### src/rtl/word_serializer_pkg.sv
// Shared types and helpers for the word serializer.
package word_serializer_pkg;

  typedef enum logic {
    IDLE  = 1'b0,
    SHIFT = 1'b1
  } ser_state_t;

  // The counter never needs to hold W itself (it reloads to W-1), so $clog2(W) bits suffice.
  function automatic int ser_cnt_width(input int w);
    return (w <= 2) ? 1 : $clog2(w);
  endfunction

endpackage

### src/rtl/word_serializer_if.sv
// Word-in / bit-out handshake bundle; the serializer sits on the slave side.
interface word_serializer_if #(
  parameter int W = 32
);
  logic         in_valid;
  logic [W-1:0] in_word;
  logic         in_ready;
  logic         bit_valid;
  logic         bit_out;
  logic         bit_last;
  logic         bit_ready;
  logic         busy;

  modport master (
    output in_valid, in_word, bit_ready,
    input  in_ready, bit_valid, bit_out, bit_last, busy
  );

  modport slave (
    input  in_valid, in_word, bit_ready,
    output in_ready, bit_valid, bit_out, bit_last, busy
  );
endinterface

### src/rtl/dffen.sv
// Enabled register group with synchronous active-high clear to zero.
module dffen #(
  parameter int W = 1
) (
  input  logic         clk,
  input  logic         reset,
  input  logic         en_i,
  input  logic [W-1:0] d_i,
  output logic [W-1:0] q_o
);

  always_ff @(posedge clk) begin
    if (reset) begin
      q_o <= '0;
    end else if (en_i) begin
      q_o <= d_i;
    end
  end

endmodule

### src/rtl/word_serializer.sv
// Parallel-to-serial shifter: first bit valid one cycle after acceptance, one bit per cycle.
// bit_ready low freezes everything; a new word is taken when idle or on the last-bit handshake.
module word_serializer
  import word_serializer_pkg::*;
#(
  parameter int W         = 32,
  parameter int MSB_FIRST = 1
) (
  input  logic                 clk,
  input  logic                 reset,
  word_serializer_if.slave     ser
);

  localparam int CW      = ser_cnt_width(W);
  localparam bit MSB_OUT = (MSB_FIRST != 0);

  ser_state_t    state_q;
  ser_state_t    state_d;
  logic [0:0]    state_raw_q;
  logic [W-1:0]  shreg_q;
  logic [W-1:0]  shreg_d;
  logic [CW-1:0] cnt_q;
  logic [CW-1:0] cnt_d;
  logic          load_en;
  logic          shift_en;
  logic          last_bit;
  logic          reg_en;

  assign state_q = ser_state_t'(state_raw_q);
  assign reg_en  = load_en | shift_en;

  always_comb begin
    state_d       = state_q;
    shreg_d       = shreg_q;
    cnt_d         = cnt_q;
    load_en       = 1'b0;
    shift_en      = 1'b0;
    last_bit      = 1'b0;
    ser.in_ready  = 1'b0;
    ser.bit_valid = 1'b0;
    ser.bit_out   = 1'b0;
    ser.bit_last  = 1'b0;
    ser.busy      = 1'b0;

    unique case (state_q)
      IDLE: begin
        ser.in_ready = 1'b1;
        load_en      = ser.in_valid;
      end
      SHIFT: begin
        last_bit      = (cnt_q == '0);
        ser.bit_valid = 1'b1;
        ser.busy      = 1'b1;
        ser.bit_last  = last_bit;
        ser.bit_out   = MSB_OUT ? shreg_q[W-1] : shreg_q[0];
        shift_en      = ser.bit_ready;
        // Handing over on the last bit is what removes the bubble between words.
        ser.in_ready  = shift_en && last_bit;
        load_en       = ser.in_ready && ser.in_valid;
      end
    endcase

    if (load_en) begin
      state_d = SHIFT;
      shreg_d = ser.in_word;
      cnt_d   = CW'(W - 1);
    end else if (shift_en) begin
      shreg_d = MSB_OUT ? (shreg_q << 1) : (shreg_q >> 1);
      if (last_bit) begin
        state_d = IDLE;
        cnt_d   = '0;
      end else begin
        cnt_d   = cnt_q - 1'b1;
      end
    end
  end

  dffen #(.W(1)) u_state_reg (
    .clk   (clk),
    .reset (reset),
    .en_i  (reg_en),
    .d_i   (state_d),
    .q_o   (state_raw_q)
  );

  dffen #(.W(W)) u_shreg_reg (
    .clk   (clk),
    .reset (reset),
    .en_i  (reg_en),
    .d_i   (shreg_d),
    .q_o   (shreg_q)
  );

  dffen #(.W(CW)) u_cnt_reg (
    .clk   (clk),
    .reset (reset),
    .en_i  (reg_en),
    .d_i   (cnt_d),
    .q_o   (cnt_q)
  );

endmodule

### src/flat_wrapper.sv
// flat-port wrapper written by rule: the top's interface ports become plain ports
module word_serializer_flat import word_serializer_pkg::*;
#(
  parameter int W         = 32,
  parameter int MSB_FIRST = 1
)
  (clk, reset, ser_in_valid, ser_in_word, ser_bit_ready, ser_in_ready, ser_bit_valid, ser_bit_out, ser_bit_last, ser_busy);
  word_serializer_if #(.W(W)) ser_i ();
  input  logic clk;
  input  logic reset;
  input wire logic [$bits(ser_i.in_valid)-1:0] ser_in_valid;
  input wire logic [$bits(ser_i.in_word)-1:0] ser_in_word;
  input wire logic [$bits(ser_i.bit_ready)-1:0] ser_bit_ready;
  output wire logic [$bits(ser_i.in_ready)-1:0] ser_in_ready;
  output wire logic [$bits(ser_i.bit_valid)-1:0] ser_bit_valid;
  output wire logic [$bits(ser_i.bit_out)-1:0] ser_bit_out;
  output wire logic [$bits(ser_i.bit_last)-1:0] ser_bit_last;
  output wire logic [$bits(ser_i.busy)-1:0] ser_busy;
  assign ser_i.in_valid = ser_in_valid;
  assign ser_i.in_word = ser_in_word;
  assign ser_i.bit_ready = ser_bit_ready;
  assign ser_in_ready = ser_i.in_ready;
  assign ser_bit_valid = ser_i.bit_valid;
  assign ser_bit_out = ser_i.bit_out;
  assign ser_bit_last = ser_i.bit_last;
  assign ser_busy = ser_i.busy;
  word_serializer #(.W(W), .MSB_FIRST(MSB_FIRST)) u_core (.clk(clk), .reset(reset), .ser(ser_i));
endmodule
### config.mk
export PLATFORM = sky130hd
export DESIGN_NAME = word_serializer_flat
export DESIGN_NICKNAME = d
export VERILOG_FILES = /design/src/rtl/word_serializer_pkg.sv /design/src/rtl/word_serializer_if.sv /design/src/rtl/dffen.sv /design/src/rtl/word_serializer.sv /design/src/flat_wrapper.sv
export SDC_FILE = /design/constraint.sdc
export NUM_CORES = 1
export LEC_CHECK = 0
export ABC_AREA = 1
export BUFFER_PORTS_ARGS = -buffer_cell sky130_fd_sc_hd__buf_2
export CAP_MARGIN = 20
export CORE_ASPECT_RATIO = 0.75
export CORE_MARGIN = 3
export CORE_UTILIZATION = 50
export CTS_BUF_LIST = sky130_fd_sc_hd__clkbuf_16
export DETAILED_ROUTE_END_ITERATION = 7
export GPL_ROUTABILITY_DRIVEN = 1
export GPL_TIMING_DRIVEN = 0
export MAX_ROUTING_LAYER = met4
export PLACE_DENSITY_LB_ADDON = 0.08
export SYNTH_ARGS = -nofsm -noshare
export SYNTH_HDL_FRONTEND = slang
export SYNTH_HIERARCHICAL = 1
export SYNTH_SLANG_ARGS = --single-unit
export TNS_END_PERCENT = 20
### constraint.sdc
create_clock -name clk -period 3.4 [get_ports clk]
set_clock_uncertainty 0.2 [all_clocks]
set_input_delay 0.85 -clock clk [delete_from_list [all_inputs] [get_ports clk]]
set_output_delay 0.85 -clock clk [all_outputs]
set_load 0.1 [all_outputs]
==> results of run 1 <==
## area by class of cell
| class | instances | area, µm² | share of cell area, % |
|---|---|---|---|
| inverters | 50 | 188 | 5.99 |
| clock buffers | 5 | 125 | 3.99 |
| repair buffers | 39 | 195 | 6.23 |
| well taps | 72 | 90.1 | 2.87 |
| clock inverters | 1 | 3.75 | 0.120 |
| plain buffers | 29 | 264 | 8.42 |
| multi-input cells | 372 | 1510 | 48.1 |
| flip-flops and latches | 38 | 761 | 24.3 |
## cell usage in the layout, fill, tap and decap left out
cell       netlist  routed
nand2_2          1       1
nor2_2           3       4
nor2_4           1       1
nand4_1          1       1
o21ai_0          1       1
clkbuf_16        0       5
nand3_1         37      37
ha_1             1       1
clkbuf_1         3       3
o211ai_1         1       1
dfxtp_1         38      38
nor2_1          77      76
inv_1           49      49
buf_4            4       4
buf_6           18      18
nand2_4          2       2
nand2_1        243     243
clkinv_1         0       1
nand3_2          1       1
inv_2            1       1
xor2_1           1       1
o21ai_1          2       2
buf_2            4      43
## worst min-delay path by stage
stage,startpoint,endpoint,slack [ns]
6_report,u_core/u_shreg_reg/q_o[30]$_SDFFE_PP0P_,u_core/u_shreg_reg/q_o[30]$_SDFFE_PP0P_,0.27
5_1_grt,u_core/u_shreg_reg/q_o[17]$_SDFFE_PP0P_,u_core/u_shreg_reg/q_o[17]$_SDFFE_PP0P_,0.31
4_1_cts,u_core/u_shreg_reg/q_o[30]$_SDFFE_PP0P_,u_core/u_shreg_reg/q_o[30]$_SDFFE_PP0P_,0.28
3_5_place_dp,u_core/u_shreg_reg/q_o[30]$_SDFFE_PP0P_,u_core/u_shreg_reg/q_o[30]$_SDFFE_PP0P_,0.27
3_3_place_gp,u_core/u_shreg_reg/q_o[30]$_SDFFE_PP0P_,u_core/u_shreg_reg/q_o[30]$_SDFFE_PP0P_,0.26
2_1_floorplan,u_core/u_shreg_reg/q_o[30]$_SDFFE_PP0P_,u_core/u_shreg_reg/q_o[30]$_SDFFE_PP0P_,0.25
## synth_stat cells
cell	count	share of area (%)
inv_2	1	0.14
dfxtp_1	38	28
o21ai_0	1	0.18
nor2_2	3	0.69
ha_1	1	0.46
nor2_1	77	11
inv_1	49	6.8
nand2_2	1	0.23
nand2_1	243	34
nand2_4	2	0.83
nand3_1	37	6.8
nor2_4	1	0.41
buf_6	18	7.5
o211ai_1	1	0.28
o21ai_1	2	0.37
buf_2	4	0.74
clkbuf_1	3	0.41
nand3_2	1	0.37
nand4_1	1	0.23
xor2_1	1	0.32
buf_4	4	1.1
## worst register-to-register path: cells and delay by family (launching register included)
kind / cells / cell delay, ns
fa+ha+maj: 1 / 0.16
buf+inv: 5 / 0.70
flops: 1 / 0.32
simple gates: 8 / 0.82
## routing by layer
layer | wire length (µm) | track usage (%) | share of wire [%] | vias up
li1 | - | - | - | 1537
met4 | 22 | 3.85 | 0.35 | 0
met5 | 0 | - | 0 | -
met2 | 2750 | 33.7 | 44 | 60
met1 | 3170 | 27.7 | 51 | 1197
met3 | 268 | 3.36 | 4.3 | 2
## through the flow
stage	power, mW	utilization (%)
final	1.55	61.9
after global routing	1.67	61.9
after CTS	1.56	61.9
after detailed placement	1.14	59.3
after global placement	1.13	59.3
after floorplan	1.02	-
## cells by family after synthesis
| group | synth area share, % |
|---|---|
| xor gates and xnor gates | 0.322 |
| AOI/OAI and AO/OA | 0.829 |
| and+or+nand+nor | 53.8 |
| DFF | 28.0 |
| buffers and inverters | 16.6 |
| adders and majority gates | 0.460 |
## report_power, final
part | leakage [nW] | total, mW | internal [mW] | switching (mW)
combinational | 1.45 | 0.572 | 0.218 | 0.353
clock | 0.0632 | 0.418 | 0.260 | 0.158
sequential | 0.315 | 0.562 | 0.510 | 0.0517
total | 1.83 | 1.55 | 0.989 | 0.563
## registers in the layout, indices dropped and copies added, names as in the netlist
name                    cells
u_core/u_state_reg/q_o      1
u_core/u_shreg_reg/q_o     32
u_core/u_cnt_reg/q_o        5
==> impl_metrics.tcl, run 1 <==
set metrics [dict create \
    drtAntennaViolNets 0 \
    grt_max_degree 11 \
    tightest_slew_ns 0.484 \
    post_cts_buffers 0 \
    r2r_cells 14 \
    place_inst 600 \
    rr_startpoint "u_core/u_cnt_reg/q_o[0]$_SDFFE_PP0P_" \
    gp_congestion 0.879 \
    fin_cells 606 \
    drt_iter0_markers 152 \
    die-width_um 91.1 \
    worst_slack_ns 0.383 \
    cts_tree "yes" \
    whs_ns 0.273 \
    powerDensity_mw_per_mm2 495 \
    clk_latency_ns 0.27 \
    hold_viol 0 \
    first_global_vias 2481 \
    initial_core_util_pct 53.7 \
    dieHeight_um 69.8 \
    ys_warn_count 6 \
    crit_path_frequent_cell "inv_1" \
    vdd_ir_drop_max_v 0.000262 \
    synthDistinctLibCells 21 \
    fp.coreArea_mm2 0.00506 \
    vias 2796 \
    cts.clk_slew.worst_paths_ns 0.05 \
    dp_slack_ns 0.521 \
    clk_path_buf_depth 2 \
    route.detailed.wl_per_inst_um 10.2 \
    dieArea_mm2 0.00636 \
    firstDrtPassIters 4 \
    finalCriticalPeriod_ns 3.02 \
    slew_violations 0 \
    rrSetupSlack_ns 1.10 \
    ctsResizeCount 0 \
    synthesis.instances 489 \
    rr_endpoint "u_core/u_shreg_reg/q_o[28]$_SDFFE_PP0P_" \
    antenna_found_initial 0 \
    arrival_ns 1.97 \
    grt_pass1_wl_um 10800 \
    antenna_cells 0 \
    ios 41 \
    final_nets 572 \
    worst-path-stages 8 \
    cp_num_buf_inv 4 \
    required_ns 2.35 \
    crit_family "buffers and inverters" \
    cp_max_fo 10 \
    dpl_cell_area_mm2 0.00301 \
    wl_um 6210 \
    port_buffers 39 \
    overflow 0 \
    synth_seq_cells 38 \
    worstSetupEndpoint "ser_in_ready" \
    rsz0062_at_grt "no" \
    critPathKind "reg -> out" \
    syn_nets 526 \
    hold_path.class "reg -> reg" \
    hold_buffers 0 \
    max_slew_margin_pct 68.0 \
    cts_buffers 5 \
    status "finished, final reports clean" \
    cpPeakStageDelay_ns 0.44 \
    grt_use_total_pct 20.8 \
    design_area_mm2 0.00313 \
    layout-drive-gt1-share_pct 15.0 \
    hpwl_um 4410 \
    startpoint "u_core/u_cnt_reg/q_o[0]$_SDFFE_PP0P_" \
    crit_chain "inv_1 -> ha_1 -> inv_1 -> nor2_2 -> nand3_2 -> nand2_4 -> buf_4 -> buf_2" \
    fillerInstances 544 \
    fmax_mhz 331 \
    critPathCaptureType "output pin" \
    fin_setup_tns_ns 0 \
    remaining_drc_errors 0 \
    hold-path-cell-count 2 \
    cts_root_buf "clkbuf_16" \
    synth-seq-area-share_pct 28.0 \
    area_delta_synth_final_pct 15.3 \
    htreeDepth 2 \
    viasPerCell 4.61 \
    syn-cell-area_mm2 0.00272 \
    p_leak_nw 1.83 \
    finalCritPeriodShare_pct 88.7 \
    setup_violations 0 \
    rows 22 \
    cpMaxStageDelayCell "buf_2" \
    start_kind "flop" \
    cap_violations 0 \
    syn_area_per_cell_um2 5.56 \
    cts.sinks 38 \
]
Power figures use the tool's default switching activity.
==> run 2: changes to the inputs <==
- ABC_AREA: 1 -> default
- CELL_PAD_IN_SITES_DETAIL_PLACEMENT: default -> 1
- CELL_PAD_IN_SITES_GLOBAL_PLACEMENT: default -> 1
- CORE_UTILIZATION: 50 -> 49
==> impl_metrics.tcl, run 2 <==
set metrics [dict create \
    status "finished, final reports clean" \
    synthDistinctLibCells 33 \
    hold_buffers 0 \
    clk_latency_ns 0.28 \
    die-width_um 91.8 \
    ys_top_cells_by_count "mux2_4, nor2_1, mux2i_1" \
    antenna_found_initial 0 \
    regMostFlops "u_core/u_shreg_reg/q_o" \
    largest_reg_flops 32 \
    synth_seq_cells 38 \
    area_delta_synth_final_pct 16.0 \
    dieHeight_um 70.3 \
    clk_path_buf_depth 2 \
    layout_commonest_cell "mux2_4" \
    mostFrequentLayoutCells "mux2_4, nor2_1, buf_2, mux2i_1, dfxtp_1" \
    cts_tree "yes" \
    required_ns 2.35 \
    cp_max_fo 5 \
    overflow 0 \
    syn_nets 276 \
    async_reset_ff_share_pct 0 \
    arrival_ns 2.07 \
    setup_violations 0 \
    cts_buffers 5 \
    wl_um 6010 \
    cts.sinks 38 \
    fin_total_pwr_mw 1.49 \
    fin_cells 358 \
    route.detailed.wl_per_inst_um 16.8 \
    syn_area_per_cell_um2 11.3 \
    place_inst 350 \
    grt_use_total_pct 19.9 \
    viasPerCell 5.22 \
    critPathCaptureType "output pin" \
    final_nets 322 \
    fillerInstances 551 \
    vias 1870 \
    start_kind "flop" \
    initial_core_util_pct 53.1 \
    grt_pass1_wl_um 9930 \
    ios 41 \
    rsz0062_at_grt "no" \
    slew_violations 0 \
    synth-edff-count 0 \
    rrSetupSlack_ns 1.19 \
    remaining_drc_errors 0 \
    cts_root_buf "clkbuf_16" \
    grt_max_degree 13 \
    synthDominantCellAreaShare_pct 31.7 \
    htreeDepth 2 \
    cts.clk_slew.worst_paths_ns 0.06 \
    drtAntennaViolNets 0 \
    synth.area.top_cells "mux2_4, dfxtp_1, mux2i_1" \
    cap_violations 0 \
    ys_warn_count 6 \
    fmax_mhz 320 \
    synth_most_common_cell "mux2_4" \
    critPathKind "reg -> out" \
    hold_path.class "reg -> reg" \
    syn-cell-area_mm2 0.00270 \
    rows 22 \
    fp.coreArea_mm2 0.00509 \
    top_regs "u_core/u_shreg_reg/q_o x32, u_core/u_cnt_reg/q_o x5, u_core/u_state_reg/q_o x1" \
    port_buffers 39 \
    vdd_ir_drop_max_v 0.000292 \
    first_global_vias 1970 \
    hpwl_um 4280 \
    gp_congestion 0.793 \
    drt_iter0_markers 78 \
    dieArea_mm2 0.00645 \
    synthesis.instances 239 \
    synth-seq-area-share_pct 28.1 \
    antenna_cells 0 \
    finalCriticalPeriod_ns 3.12 \
    fin_setup_tns_ns 0 \
    finalCritPeriodShare_pct 91.9 \
    synthFlopType "dfxtp_1" \
    max_slew_margin_pct 67.6 \
    powerDensity_mw_per_mm2 475 \
    tightest_slew_ns 0.490 \
    hold_viol 0 \
    firstDrtPassIters 4 \
    p_leak_nw 1.49 \
    synth_top_area_cell "mux2_4" \
    layout-drive-gt1-share_pct 44.4 \
]
[run 2: cell count changes after synthesis, sizes merged, moves of 12 or more]
cell,change
nand3,-38
nand2,-240
mux2,+62
inv,-46
mux2i,+40
nor2,-40
buf,-12
[run 2: worst paths after layout]
kind | from | end | cells past startpoint
worst max-delay path | u_core/u_cnt_reg/q_o[0]$_SDFFE_PP0P_ | ser_in_ready | 6
worst min-delay path | u_core/u_cnt_reg/q_o[3]$_SDFFE_PP0P_ | u_core/u_cnt_reg/q_o[3]$_SDFFE_PP0P_ | 2
worst min register to register | u_core/u_cnt_reg/q_o[3]$_SDFFE_PP0P_ | u_core/u_cnt_reg/q_o[3]$_SDFFE_PP0P_ | 2
worst max register to register | u_core/u_cnt_reg/q_o[0]$_SDFFE_PP0P_ | u_core/u_shreg_reg/q_o[22]$_SDFFE_PP0P_ | 7
[run 2: worst max-delay path, cell delays in order (launching register included)]
cell	delay, ns
dfxtp_1	0.34
inv_1	0.10
ha_1	0.27
nor4b_2	0.42
nand2_1	0.15
nand2_1	0.09
buf_2	0.42
[run 2: stage by stage]
stage          setup slack, ns  hold slack [ns]  area (µm²)  utilization [%]
6_report                 0.275            0.309        3140             61.6
5_1_grt                 0.0912            0.358        3140             61.6
4_1_cts                 0.0134            0.313        3130             61.5
3_5_place_dp             0.341            0.293        2990             58.7
3_3_place_gp             0.345            0.272        2990             58.7
2_1_floorplan            0.233            0.259        2700                -
[run 2: layer usage]
layer  share of wire, %  GRT usage [%]
met5                  0              -
met4                1.1           6.75
met3                3.0           3.55
met2                 48           32.5
met1                 48           24.9
[run 2: area by class of cell]
class                   instances  area, µm²  share of cell area (%)
clock inverters                 3       16.3                   0.519
clock buffers                   5        125                    3.99
inverters                       4       15.0                   0.479
plain buffers                  19        215                    6.86
repair buffers                 39        195                    6.22
well taps                      72       90.1                    2.87
multi-input cells             178       1720                    54.8
flip-flops and latches         38        761                    24.3
[run 2: power by group]
| group | leakage [nW] | internal (mW) | switching, mW |
|---|---|---|---|
| clock network | 0.0672 | 0.268 | 0.181 |
| registers | 0.311 | 0.488 | 0.0403 |
| logic | 1.11 | 0.274 | 0.239 |
| total | 1.49 | 1.03 | 0.461 |
[run 2: timing repair]
| item | in CTS | in global routing |
|---|---|---|
| setup endpoints to repair | 0 | 2 |
| gates resized for setup | 0 | 1 |
| setup buffers | 0 | 0 |
[run 2: kinds of logic (layout without fill, tap and decap cells)]
group                    count (synthesis)  after routing  share of synthesized area [%]
multiplexers                           102            102                           48.5
AO/OA/AOI/OAI                           12             12                           3.84
buffers and inverters                   23             70                           8.51
adder cells (fa/ha/maj)                  1              1                          0.463
flip-flops                              38             38                           28.1
AND/OR/NAND/NOR                         63             63                           10.5
==> run 3: changes to the inputs <==
==> constraint.sdc (replaced) <==
create_clock -name clk -period 3.4 [get_ports clk]
set_clock_uncertainty 0.2 [all_clocks]
set_input_delay 0.34 -clock clk [delete_from_list [all_inputs] [get_ports clk]]
set_output_delay 0.34 -clock clk [all_outputs]
set_load 0.1 [all_outputs]
==> impl_metrics.tcl, run 3 (synthesis results as in run 2) <==
set metrics [dict create \
    viasPerCell 5.21 \
    grt_use_total_pct 19.9 \
    ctsResizeCount 0 \
    firstDrtPassIters 4 \
    status "finished, final reports clean" \
    pwr-share-comb_pct 34.4 \
    holdPathEnd "u_core/u_shreg_reg/q_o[29]$_SDFFE_PP0P_" \
    hpwl_um 4280 \
    powerDensity_mw_per_mm2 476 \
    fp.coreArea_mm2 0.00509 \
    cp_num_buf_inv 2 \
    gp_congestion 0.793 \
    rows 22 \
    fin_setup_tns_ns 0 \
    slew_violations 0 \
    antenna_cells 0 \
    largest_reg_flops 32 \
    initial_core_util_pct 53.1 \
    drt_iter0_markers 78 \
    hold_viol 0 \
    cts_tree "yes" \
    critPathCaptureType "output pin" \
    p_seq_share_pct 35.5 \
    worst-path-stages 6 \
    fmax_mhz 347 \
    start_kind "flop" \
    finalCritPeriodShare_pct 84.9 \
    route.detailed.wl_per_inst_um 16.9 \
    hold_path.class "in -> reg" \
    tightest_slew_ns 0.753 \
    required_ns 2.86 \
    htreeDepth 2 \
    dieHeight_um 70.3 \
    die-width_um 91.8 \
    sw_frac_of_total_pct 30.9 \
    design_area_mm2 0.00313 \
    rr_endpoint "u_core/u_cnt_reg/q_o[3]$_SDFFE_PP0P_" \
    hold-path-cell-count 2 \
    cap_violations 0 \
    hold_buffers 0 \
    grt_max_degree 13 \
    port_buffers 39 \
    wl_um 6040 \
    vdd_ir_drop_max_v 0.000292 \
    cts_root_buf "clkbuf_16" \
    rr_startpoint "u_core/u_cnt_reg/q_o[0]$_SDFFE_PP0P_" \
    finalCriticalPeriod_ns 2.89 \
    cts.sinks 38 \
    clk_latency_ns 0.28 \
    clk_path_buf_depth 2 \
    ios 41 \
    setup_violations 0 \
    grt_pass1_wl_um 9930 \
    vias 1865 \
    drtAntennaViolNets 0 \
    layout-drive-gt1-share_pct 44.1 \
    cp_max_fo 5 \
    rrSetupSlack_ns 1.13 \
    layout_commonest_cell "mux2_4" \
    p_leak_nw 1.48 \
    final_nets 322 \
    utilization_pct 61.5 \
    max_slew_margin_pct 49.1 \
    r2r_cells 7 \
    cts_buffers 5 \
    remaining_drc_errors 0 \
    min-delay-start "reset" \
    p_int_mw 1.03 \
    crit_path_frequent_cell "nand2_1" \
    crit_family "simple AND/OR/NAND/NOR gates" \
    crit_chain "inv_1 -> ha_1 -> nor4b_1 -> nand2_1 -> nand2_1 -> buf_2" \
    overflow 0 \
    antenna_found_initial 0 \
    arrival_ns 2.35 \
    cpMaxStageDelayCell "nor4b_1" \
    area_delta_synth_final_pct 15.8 \
    dieArea_mm2 0.00645 \
    cpPeakStageDelay_ns 0.65 \
    switchingPower_mw 0.460 \
    dpl_cell_area_mm2 0.00299 \
    top_regs "u_core/u_shreg_reg/q_o x32, u_core/u_cnt_reg/q_o x5, u_core/u_state_reg/q_o x1" \
    post_cts_buffers 0 \
    rsz0062_at_grt "no" \
    regMostFlops "u_core/u_shreg_reg/q_o" \
    critPathKind "reg -> out" \
    first_global_vias 1970 \
    mostFrequentLayoutCells "mux2_4, nor2_1, buf_2, mux2i_1, dfxtp_1" \
    cts.clk_slew.worst_paths_ns 0.06 \
    clockPowerShare_pct 30.2 \
]
run 3: final cells by class:
| cell class | count | area (µm²) |
|---|---|---|
| Sequential cell | 38 | 761 |
| Tap cell | 72 | 90.1 |
| Timing Repair Buffer | 39 | 195 |
| Clock buffer | 5 | 125 |
| Multi-Input combinational cell | 178 | 1710 |
| Inverter | 4 | 15.0 |
| Clock inverter | 3 | 16.3 |
| Fill cell | 552 | 1960 |
| Buffer | 19 | 215 |
run 3: worst reg2reg max path, delay by kind of cell (launching register included):
family          cells  cell delay (ns)
flops               1             0.34
simple gates        3             0.89
compound gates      1             0.28
fa+ha+maj           1             0.27
mux                 1             0.12
buf+inv             1             0.10
run 3: power groups by stage:
| stage | combinational [mW] | clock (mW) | sequential (mW) |
|---|---|---|---|
| CTS | 0.515 | 0.462 | 0.528 |
| global route | 0.549 | 0.481 | 0.534 |
| global placement | 0.494 | 0 | 0.533 |
| finish | 0.512 | 0.449 | 0.528 |
| floorplan | 0.413 | 0 | 0.533 |
| detailed placement | 0.509 | 0 | 0.537 |
run 3: how the worst max path moves through the flow:
| stage | from | end | slack, ns |
|---|---|---|---|
| final | u_core/u_cnt_reg/q_o[0]$_SDFFE_PP0P_ | ser_in_ready | 0.51 |
| after detailed placement | u_core/u_cnt_reg/q_o[0]$_SDFFE_PP0P_ | ser_in_ready | 0.85 |
| after CTS | u_core/u_cnt_reg/q_o[0]$_SDFFE_PP0P_ | ser_in_ready | 0.52 |
| after global placement | u_core/u_cnt_reg/q_o[0]$_SDFFE_PP0P_ | ser_in_ready | 0.86 |
| after floorplan | u_core/u_state_reg/q_o$_SDFFE_PP0P_ | ser_bit_last | 0.74 |
| after global routing | u_core/u_cnt_reg/q_o[0]$_SDFFE_PP0P_ | ser_in_ready | 0.32 |
run 3: stage by stage:
step	worst slack [ns]	power (mW)	std cells	hold slack, ns
final	0.515	1.49	358	0.200
after floorplan	0.743	0.946	239	0.212
after CTS	0.523	1.51	358	0.198
after detailed placement	0.851	1.05	350	0.293
after global routing	0.325	1.56	358	0.218
after global placement	0.855	1.03	350	0.272
run 3: routing by layer:
layer	routed length [µm]	part of all wire, %	vias up	global-route usage [%]
met5	0	0	-	-
met4	56	0.93	0	6.75
met3	169	2.8	5	3.55
met2	2870	48	35	32.5
met1	2940	49	893	24.9
li1	-	-	932	-
